**config.mk**
```make
export PLATFORM = sky130hd
export DESIGN_NAME = fetch_decode_stage
export DESIGN_NICKNAME = d
export VERILOG_FILES = /design/src/rtl/fetch_decode_stage.sv
export SDC_FILE = /design/constraint.sdc
export NUM_CORES = 1
export LEC_CHECK = 0
export BUFFER_PORTS_ARGS = -buffer_cell sky130_fd_sc_hd__buf_2
export CAP_MARGIN = 20
export CORE_ASPECT_RATIO = 1.75
export CORE_MARGIN = 2
export CORE_UTILIZATION = 46
export DETAILED_ROUTE_END_ITERATION = 8
export GPL_TIMING_DRIVEN = 0
export PLACE_DENSITY = 0.87
export SLEW_MARGIN = 10
export SYNTH_ARGS = -nofsm -noshare
export SYNTH_HDL_FRONTEND = slang
export SYNTH_SLANG_ARGS = --single-unit
```
**constraint.sdc**
```tcl
create_clock -name clock -period 2.6 [get_ports clock]
set_input_delay 0.52 -clock clock [delete_from_list [all_inputs] [get_ports clock]]
set_output_delay 0.52 -clock clock [all_outputs]
set_load 0.05 [all_outputs]
```
**src/rtl/fetch_decode_stage.sv**
```systemverilog
// Pipeline front end: PC register, synchronous imem address generation and
// the F/D register with field split for the decoder and register file.
module fetch_decode_stage #(
   parameter int unsigned      ADDR_W   = 12,
   parameter logic [ADDR_W-1:0] RESET_PC = '0
) (
   input  logic              clock,
   input  logic              reset,
   output logic [ADDR_W-1:0] imem_addr,
   input  logic [31:0]       imem_q,
   input  logic              stall,
   input  logic              redirect_en,
   input  logic [ADDR_W-1:0] redirect_pc,
   output logic              fd_valid,
   output logic [ADDR_W-1:0] fd_pc,
   output logic [ADDR_W-1:0] fd_pc_plus1,
   output logic [31:0]       fd_insn,
   output logic [4:0]        fd_opcode,
   output logic [4:0]        fd_raw_aluop,
   output logic [4:0]        fd_rd,
   output logic [4:0]        fd_rs,
   output logic [4:0]        fd_rt,
   output logic [4:0]        fd_shamt,
   output logic [31:0]       fd_imm,
   output logic [26:0]       fd_target
);

   logic [ADDR_W-1:0] pc;
   logic [ADDR_W-1:0] pc_next;

   // imem registers its address, so presenting pc_next keeps imem_q == mem[pc].
   always_comb begin
      pc_next = pc + ADDR_W'(1);
      if (reset)
         pc_next = RESET_PC;
      else if (redirect_en)
         pc_next = redirect_pc;
      else if (stall)
         pc_next = pc;
   end

   assign imem_addr = pc_next;

   always_ff @(posedge clock) begin
      pc <= pc_next;
   end

   // Flush writes an all-zero bubble, which decodes as a harmless r0 write.
   always_ff @(posedge clock) begin
      if (reset || redirect_en) begin
         fd_valid <= 1'b0;
         fd_insn  <= 32'h0;
         fd_pc    <= '0;
      end else if (!stall) begin
         fd_valid <= 1'b1;
         fd_insn  <= imem_q;
         fd_pc    <= pc;
      end
   end

   assign fd_pc_plus1  = fd_pc + ADDR_W'(1);
   assign fd_opcode    = fd_insn[31:27];
   assign fd_raw_aluop = fd_insn[6:2];
   assign fd_rd        = fd_insn[26:22];
   assign fd_rs        = fd_insn[21:17];
   assign fd_rt        = fd_insn[16:12];
   assign fd_shamt     = fd_insn[11:7];
   assign fd_imm       = {{15{fd_insn[16]}}, fd_insn[16:0]};
   assign fd_target    = fd_insn[26:0];

endmodule

```
## After elaboration in Yosys (flattened, before gate mapping)

Index checks and enable logic that the tools add are counted.

- $add $sub $neg: 2
- Reductions and logical operators: 1
- Muxes and demuxes: 3

Operator list:

| kind | number |
|---|---|
| 12-bit two-way mux | 3 |
| 12-bit by 1-bit adder with 12-bit output, second input constant | 2 |
| 1-bit logical OR | 1 |

- Output and inout bits: 158
- Word-level logic and storage cells: 10
- Register bits after elaboration: 57
- Input port bits: 48

## Longest topological paths before layout

- Depth after elaboration: 4
- Gate-level depth with buffers: 4
- Gate-level depth less buffers: 4

## Least setup slack after synthesis

No wires, ideal clock.

- Path kind: in2out
- Start point: input stall
- End point: output imem_addr[9]
- Buffers on the path: 0
- Required time: 2.080 ns
- Path slack: -0.501 ns
- Cell stages on the path: 3
- Arrival: 2.581 ns
- Cell sequence: nand4b_2 > or4_1 > a311oi_1

- Word-level cells in the longest chain between the ends: 3

RTL lines:

| what | RTL line | text |
|---|---|---|
| start: declaration | 11 | `input logic stall,` |
| 12-bit two-way mux | 38 | `else if (stall)` |
| 12-bit two-way mux | 36 | `else if (redirect_en)` |
| 12-bit two-way mux | 34 | `if (reset)` |
| end: declaration | 9 | `output logic [ADDR_W-1:0] imem_addr,` |

Every way passes these cells.

## Final worst setup path

- Start point: register pc[1]
- End point: output imem_addr[8]

- Word-level cells in the longest chain between the ends: 4

RTL lines:

| what | RTL line | text |
|---|---|---|
| start: declaration | 28 | `logic [ADDR_W-1:0] pc;` |
| start signal: assignment | 45 | `pc <= pc_next;` |
| 12-bit by 1-bit adder with 12-bit output | 33 | `pc_next = pc + ADDR_W'(1);` |
| 12-bit two-way mux | 38 |  |
| 12-bit two-way mux | 36 |  |
| 12-bit two-way mux | 34 |  |

Every way passes these cells.

==> metrics.cfg <==
[die]
coreArea_sq_mm=0.00654
die_w_microns=66.1
dieArea_sq_mm=0.00744
num_io_pins=206
start_util_pct=47.5
rows=39
die_y_microns=113

[layout]
most-common-layout-cells=buf_2 (206), buf_4 (92), nor2_1 (56), dfxtp_1 (52), mux2i_1 (44)
antenna_cells=0
postLayoutCellArea_sq_mm=0.00466
fin_nets=610
drive_above_1_share_pct=60.9
area_growth_pct=50.3
final_common_cell=buf_2

[hold_path]
hp-class=input port to register
hp-start=imem_q[25]
min_path_cells=3

[worst_setup_path]
crit_arrival_ns=2.00
crit_start=pc[1]
slowest_stage=or4_4
path_cells=ha_4, nand3b_1, or4_4, a311oi_4, buf_6
start_kind=register
endpoint_kind=primary output
critPathKind=register to primary output
cp_slowest_stage_delay_ns=0.46
r2r_cells=4
crit_required_ns=2.08
cp_max_fo=4
r2r-start=pc[1]

[cts]
tritoncts=yes
cts_root_buf=clkbuf_16
numClockSinks=57
clockBufferDepth=2
cts_hold_buf=0
clk_latency_ns=0.32
cts_buffers=9
clk_pin_slew_ns=0.05
htreeDepth=3

[place]
post_dp_cell_area_sq_mm=0.00430
io_buffers=205
place_congestion=0.781
place_hpwl_mm=7.20

[drt]
wirelength_mm=9.19
drtIter0Drc=82
dr_wl_met3_microns=624
drc=0
num_vias=3088
dr.pass1.iters=4
met1Wirelength_mm=3.08
wl_met2_mm=5.29
wire_per_inst_microns=14.2
vias_per_cell=4.77
ant_nets=0
top_layer_used=met4

[sta]
slew_violations=0
min_period_ns=2.52
setup_viol=0
fin_crit_sh_pct=96.9
maxSlewHeadroom_pct=59.8
finalHoldViolCount=0
finClkSkew_ns=0.00287
worstMarginPinSlew_ns=0.603
rsz0062_at_grt=true
hold_ws_ns=0.434
max_freq_mhz=397

[logic_synthesis]
synth.distinct_cells=38
yosysWarnings=0
synth_xor_area_share_pct=3.67
synth_area_leaders=dfxtp_1 (37%), buf_4 (22%), mux2i_1 (14%)
synth_cells=343
syn_nets=393
synth_seq_cells=57
synth_top_family_by_area=buffers and inverters
yosys.area_share.simple_pct=14.0
synth_top_area_share_pct=36.8
seq_area_frac_synth_pct=36.8
postSynthAreaPerCell_sq_um=9.05
muxShareOfSynthArea_pct=14.6
synth_area_sq_mm=0.00310
synth_compound_area_share_pct=5.28
synthAdderAreaFrac_pct=0.806
synth_largest_area_cell=dfxtp_1

[grt]
track_usage_pct=24.5
antenna_found_initial=0
grt.overflow.total=0
grt_start_max_net_pins=21
grt_pass1_vias=2922
grt_pass1_wl_mm=14.1

[flow_run]
max-cap-violations=0

[power_and_ir_drop]
power.density_mw_per_mm2=567
ir_worst_vdd_uv=426
leakagePower_uw=0.00271

[outcome]
status=finished, final reports clean

[cells by family (layout without fill, tap and decap cells)]
group / count (synthesis) / in the layout
AOI/OAI and AO/OA: 22 / 22
and+or+nand+nor: 92 / 92
muxes: 45 / 45
buffers and inverters: 112 / 334
adders and majority gates: 2 / 2
DFF: 57 / 57
xor gates and xnor gates: 13 / 13
[metal layers]
metal | global-route usage (%) | vias up
met4 | 9.93 | 0
met5 | 0 | -
li1 | - | 1486
met1 | 23.0 | 1439
met3 | 4.31 | 17
met2 | 48.8 | 146
[through the flow]
stage                     power (uW)  setup slack (ns)  instances  setup TNS, ns  utilization, %
after global placement          1580            0.0381        630              0            65.8
final                           2640            0.0794        647              0            71.3
after detailed placement        1590           -0.0149        630        -0.0149            65.8
after floorplan                 1440           -0.0161        343        -0.0161               -
after global routing            2740           -0.0206        647        -0.0276            71.3
after CTS                       2660            0.0158        646              0            70.5
[report_power, final]
part           leakage, uW  switching [uW]  total, uW  internal (uW)
logic              0.00211             429        629            200
registers         0.000468            48.2        959            911
clock network     0.000139             367       1060            689
total              0.00271             844       2640           1800
[cells in the mapped netlist]
library cell / instances
or3_1: 2
clkbuf_4: 1
nand3b_1: 1
or3_2: 1
dfxtp_1: 57
nor4_1: 1
nand3_1: 5
o41a_2: 1
clkbuf_2: 1
a31oi_1: 1
xor2_1: 7
or4_1: 3
nor2b_1: 1
nor3_1: 5
buf_4: 89
or2_2: 2
nand4_1: 1
xnor2_1: 6
clkbuf_1: 5
a211o_1: 1
o21bai_1: 1
nand4b_2: 1
a21oi_1: 3
ha_1: 2
nor2_1: 56
nand2_1: 9
nand4_4: 1
nand4b_1: 2
buf_2: 6
a211oi_1: 2
inv_1: 9
mux2i_1: 44
a311oi_1: 7
o21ai_0: 3
and3_1: 1
o31ai_1: 3
dlygate4sd1_1: 1
mux2_2: 1
[final cells by class]
| type | instances | area [sq um] |
|---|---|---|
| Fill cell | 538 | 1880 |
| Multi-Input combinational cell | 174 | 1310 |
| Sequential cell | 57 | 1150 |
| Timing Repair Buffer | 206 | 1060 |
| Buffer | 103 | 738 |
| Clock buffer | 13 | 260 |
| Tap cell | 82 | 103 |
| Inverter | 9 | 33.8 |
| Clock inverter | 3 | 15.0 |
[state kept, by name, indices dropped and copies added, names as in the netlist]
signal,cells
fd_valid,1
fd_insn,32
fd_pc,12
pc,12
[path summary, 6_finish.rpt]
| path | endpoint | slack (ns) |
|---|---|---|
| setup reg to reg | pc[8] | 1.02 |
| setup / recovery | imem_addr[8] | 0.08 |
| hold / removal | fd_insn[25] | 0.43 |
| hold reg to reg | fd_valid | 0.45 |
[critical path: cells and delay by family (launching register included)]
family	cells	cell delay, ns
AND/OR/NAND/NOR	2	0.61
flip-flops	1	0.39
AO/OA/AOI/OAI	1	0.31
buffers and inverters	1	0.20
adder cells (fa/ha/maj)	1	0.16
[repair_timing]
action                     in CTS  in global routing
hold endpoints to repair        0                  0
pin swaps                       1                  3
buffers inserted                0                  1
gates resized for setup        11                 12
setup endpoints to repair       8                  7
Note: power is estimated with default switching activity, not from simulation.
